===== config.mk =====
export PLATFORM = sky130hd
export DESIGN_NAME = cic_interp
export DESIGN_NICKNAME = d
export VERILOG_FILES = /design/src/rtl/cic_interp.sv
export SDC_FILE = /design/constraint.sdc
export NUM_CORES = 1
export LEC_CHECK = 0
export CORE_MARGIN = 2
export CORE_UTILIZATION = 45
export CTS_CLUSTER_DIAMETER = 100
export DETAILED_ROUTE_END_ITERATION = 10
export GPL_ROUTABILITY_DRIVEN = 0
export MAX_ROUTING_LAYER = met4
export PLACE_DENSITY = 0.68
export SYNTH_ARGS = -nofsm -noshare
export SYNTH_HDL_FRONTEND = slang
export SYNTH_SLANG_ARGS = --single-unit

===== constraint.sdc =====
create_clock -name i_clk -period 5.51 [get_ports i_clk]
set_input_delay 1.102 -clock i_clk [delete_from_list [all_inputs] [get_ports i_clk]]
set_output_delay 1.102 -clock i_clk [all_outputs]
set_load 0.02 [all_outputs]

===== src/rtl/cic_interp.sv =====
// cic_interp: two-stage CIC interpolator (comb -> zero-stuff -> integrate) with a 16-bit saturating output.
//   i_clk          rising-edge clock
//   i_reset_n      asynchronous active-low reset
//   i_clk_enable   output-rate enable; all state holds while low
//   i_irate_in     interpolation rate minus one (R = i_irate_in + 1)
//   i_output_shift arithmetic right shift applied before saturation
//   i_data_in      signed input sample
//   i_in_valid     i_data_in valid, sampled only when o_data_req is high
//   o_data_req     combinational capture strobe for the next input sample
//   o_data_out     registered signed interpolated output
//   o_out_valid    high the cycle after each enabled cycle
//   o_underrun     1-cycle pulse after a capture with no valid sample
//   o_sat          high while o_data_out is clipped
module cic_interp #(
    parameter int INTERNAL_WIDTH = 48
) (
    input  logic               i_clk,
    input  logic               i_reset_n,
    input  logic               i_clk_enable,
    input  logic [15:0]        i_irate_in,
    input  logic [5:0]         i_output_shift,
    input  logic signed [15:0] i_data_in,
    input  logic               i_in_valid,
    output logic               o_data_req,
    output logic signed [15:0] o_data_out,
    output logic               o_out_valid,
    output logic               o_underrun,
    output logic               o_sat
);
    localparam int W = INTERNAL_WIDTH;
    localparam logic signed [W-1:0] MAX_OUT = W'(32767);
    localparam logic signed [W-1:0] MIN_OUT = -W'(32768);

    logic [15:0]         r_cnt;
    logic signed [W-1:0] r_d1, r_d2, r_u, r_i1, r_i2;
    logic signed [W-1:0] w_s, w_c1, w_c2, w_sh;
    logic                w_hi, w_lo;

    assign o_data_req = i_clk_enable && (r_cnt == 16'd0);
    // A missing sample is replaced by zero so the comb history stays consistent.
    assign w_s  = i_in_valid ? {{(W-16){i_data_in[15]}}, i_data_in} : '0;
    assign w_c1 = w_s - r_d1;
    assign w_c2 = w_c1 - r_d2;
    assign w_sh = r_i2 >>> i_output_shift;
    assign w_hi = w_sh > MAX_OUT;
    assign w_lo = w_sh < MIN_OUT;

    always_ff @(posedge i_clk or negedge i_reset_n) begin
        if (!i_reset_n) begin
            r_cnt       <= '0;
            r_d1        <= '0;
            r_d2        <= '0;
            r_u         <= '0;
            r_i1        <= '0;
            r_i2        <= '0;
            o_data_out  <= '0;
            o_out_valid <= 1'b0;
            o_underrun  <= 1'b0;
            o_sat       <= 1'b0;
        end else begin
            o_out_valid <= i_clk_enable;
            // Updated every cycle so the flag never stretches across disabled cycles.
            o_underrun  <= o_data_req && !i_in_valid;
            if (i_clk_enable) begin
                // ">=" lets a lowered rate take effect at the next wrap without stalling.
                r_cnt <= (r_cnt >= i_irate_in) ? 16'd0 : r_cnt + 16'd1;
                if (o_data_req) begin
                    r_d1 <= w_s;
                    r_d2 <= w_c1;
                end
                r_u        <= o_data_req ? w_c2 : '0;
                r_i1       <= r_i1 + r_u;
                r_i2       <= r_i2 + r_i1;
                o_data_out <= w_hi ? 16'sh7fff : w_lo ? 16'sh8000 : w_sh[15:0];
                o_sat      <= w_hi || w_lo;
            end
        end
    end
endmodule

==> flow_metrics.env <==
export IMPL_worst_slack_ns=0.08428
export IMPL_fmax_mhz=184.3
export IMPL_cts_sinks=242
export IMPL_synthTopCellsByCount="242 x dfrtp_1, 213 x a21oi_1, 202 x nand2_1"
export IMPL_grt_max_degree=109
export IMPL_cap_violations=0
export IMPL_ys_top_cells_by_area="dfrtp_1 28%, ha_1 10%, mux2_2 5.4%"
export IMPL_synth_top_area_cell="dfrtp_1"
export IMPL_arrival_ns=5.88
export IMPL_skew_ns=0.03417
export IMPL_synth_area_um2=21550
export IMPL_rows=80
export IMPL_yosysMostFrequentCell="dfrtp_1"
export IMPL_critPathKind="input port to flip-flop"
export IMPL_power_leakage_nw=12.45
export IMPL_fin_crit_sh_pct=98.47
export IMPL_pin_count=62
export IMPL_ys_ff_latch=242
export IMPL_nFillCells=4297
export IMPL_synth_warnings=0
export IMPL_endpoint_kind="flip-flop"
export IMPL_dr_first_iter_drc_count=1189
export IMPL_wl_mm=53.46
export IMPL_die_h_um=222.8
export IMPL_reg2regPathDepth=25
export IMPL_hpwl_mm=39.89
export IMPL_antenna_found_initial=0
export IMPL_hold_path_class="flip-flop to flip-flop"
export IMPL_max_slew_margin_pct=32.04
export IMPL_wire_per_inst_um=16.38
export IMPL_grtUsageTotal_pct=21.93
export IMPL_hold_depth=1
export IMPL_final_core_util_pct=53.15
export IMPL_setup_tns_ns=0
export IMPL_first_pass_iters=7
export IMPL_fin_nets=2853
export IMPL_core_um2=47550
export IMPL_period_needed_ns=5.426
export IMPL_finalHoldViolations=0
export IMPL_vias=18810
export IMPL_drive_gt1_share_pct=18.80
export IMPL_diodes=0
export IMPL_crit_fanout=5
export IMPL_grt_ovfl_total=0
export IMPL_async_reset_ff_share_pct=100.0
export IMPL_synthFlopType="dfrtp_1"
export IMPL_cts_tree="done"
export IMPL_ant_nets=0
export IMPL_pre_cts_slack_ns=-1.031
export IMPL_ys_types=83
export IMPL_synth_top_cell_area_share_pct=28.10
export IMPL_htreeDepth=1
export IMPL_status="complete, no violations"
export IMPL_grt_pass1_vias=18390
export IMPL_clock_path_buffers=3
export IMPL_root_buffer="clkbuf_16"
export IMPL_syn_nets=2688
export IMPL_clkTransAtPathRegs_ns=0.06
export IMPL_setup_violations=0
export IMPL_worst_slew_pin_slew_ns=1.019
export IMPL_clock_latency_ns=0.60
export IMPL_chipWidth_um=222.8
export IMPL_p_per_area_nw_per_um2=387.9
export IMPL_drcViolationCount=0
export IMPL_drt_vias_per_instance=5.764
export IMPL_start_util_pct=45.33
export IMPL_port_buffer_count=61
export IMPL_rsz0062_at_grt="true"
export IMPL_worst_setup_path_start_kind="input port"
export IMPL_die_area_um2=49660
export IMPL_worstPathRequired_ns=5.96
export IMPL_ys_seq_area_share_pct=28.10
export IMPL_synth_edf_count=0
export IMPL_p_total_mw=9.802
export IMPL_syn_inst=2464
export IMPL_peakVddDrop_uv=274.7
export IMPL_grt_pass1_wl_mm=90.09
export IMPL_slew_violations=0
export IMPL_area_growth_pct=17.25
export IMPL_postSynthAreaPerCell_um2=8.747
export IMPL_cts_buffers=30
-- critical path, cell delays in order --
cell and delay [ns]:
buf_8 0.11, nand2_4 0.07, ha_4 0.13, inv_2 0.04
fa_2 0.35, a21o_1 0.17, a21oi_2 0.16, o21bai_1 0.11
a21oi_2 0.18, o21bai_2 0.08, a211oi_2 0.30, o31ai_2 0.14
a21oi_2 0.23, o21bai_4 0.09, fa_2 0.57, ha_4 0.24
a21oi_4 0.17, o21ai_2 0.10, a2111oi_4 0.31, a21oi_2 0.06
a31o_2 0.29, o211ai_1 0.24, nand2_1 0.10, o221ai_2 0.17
o21ai_1 0.12, xnor2_1 0.16, o22ai_1 0.08
-- final timing paths --
kind,startpoint,to,slack (ns)
worst min register to register,r_d2[27],r_d2[27],0.49
min in group asynchronous,i_reset_n,r_cnt[9],0.54
worst max register to register,r_d1[0],r_u[47],0.32
worst min-delay path,r_d2[27],r_d2[27],0.49
max in group asynchronous,i_reset_n,r_d2[32],3.75
worst max-delay path,i_in_valid,r_u[47],0.08
-- sequential cells by signal, summed over array words and instances, names as in the netlist --
register,flops
r_i1,48
r_i2,48
r_u,48
r_d2,47
o_data_out,16
r_cnt,16
r_d1,16
o_out_valid,1
o_sat,1
o_underrun,1
-- stage by stage --
step | std cells | hold slack [ns] | area, um^2
6_report | 3264 | 0.4858 | 25270
5_1_grt | 3264 | 0.5042 | 25270
4_1_cts | 3258 | 0.4887 | 25080
3_5_place_dp | 3205 | 0.4761 | 24020
3_3_place_gp | 3205 | 0.4683 | 24020
2_1_floorplan | 2464 | 0.4498 | 21780
-- cell families after synthesis --
family / count (synthesis) / synth area share, %
DFF: 242 / 28.10
adders and majority gates: 182 / 10.78
xor gates and xnor gates: 142 / 5.771
AOI/OAI and AO/OA: 791 / 24.12
and+or+nand+nor: 637 / 14.04
muxes: 201 / 12.16
buffers and inverters: 269 / 5.045
-- cell type report --
class	instances	area [um^2]	area share, %
multi-input cells	1953	14770	58.43
clock buffers	44	913.4	3.614
flip-flops and latches	242	6056	23.96
clock inverters	8	105.1	0.4159
inverters	139	524.3	2.075
well taps	615	769.5	3.045
repair buffers	263	2136	8.452
-- metal layers --
layer | global-route usage [%] | wire length [um] | up-vias | share of wire, %
met2 | 35.99 | 24890 | 473 | 47
met1 | 28.97 | 25280 | 8868 | 47
met3 | 2.341 | 1953 | 90 | 3.7
met4 | 5.716 | 1327 | 0 | 2.5
met5 | - | 0 | - | 0
li1 | - | - | 9383 | -
-- cell usage in the layout, fill, tap and decap left out, types with 13 or more instances in the layout --
cell / instances
mux4_2: 38
nand3_1: 43
o21ai_0: 136
nor3_1: 33
nor2_1: 162
ha_1: 169
a211o_1: 16
or3_1: 16
a211oi_1: 30
clkdlybuf4s50_1: 51
o21a_1: 14
mux2_2: 104
nor2b_1: 25
o211ai_1: 18
nand2_1: 200
dfrtp_1: 242
inv_1: 130
and3_1: 21
mux2i_1: 57
a21oi_2: 19
a21oi_1: 200
and2_1: 29
a22o_1: 38
clkbuf_16: 30
a31oi_1: 28
o21bai_1: 28
nand2b_1: 14
xor2_1: 47
nand4_1: 34
a21o_1: 138
o21ai_1: 13
xnor2_1: 95
buf_4: 203
-- what timing repair did --
action	in CTS	in global routing
endpoints found under the setup margin	23	23
buffers inserted	1	6
gates resized for setup	9	38
hold buffers	0	0
pin swaps	7	24
-- where the power goes --
group | leakage, nW | switching (mW) | total (mW) | internal, mW
combinational | 8.93 | 2.67 | 5.10 | 2.43
sequential | 3.03 | 0.552 | 2.72 | 2.17
clock | 0.496 | 0.791 | 1.98 | 1.19
Power figures use the tool's default switching activity.
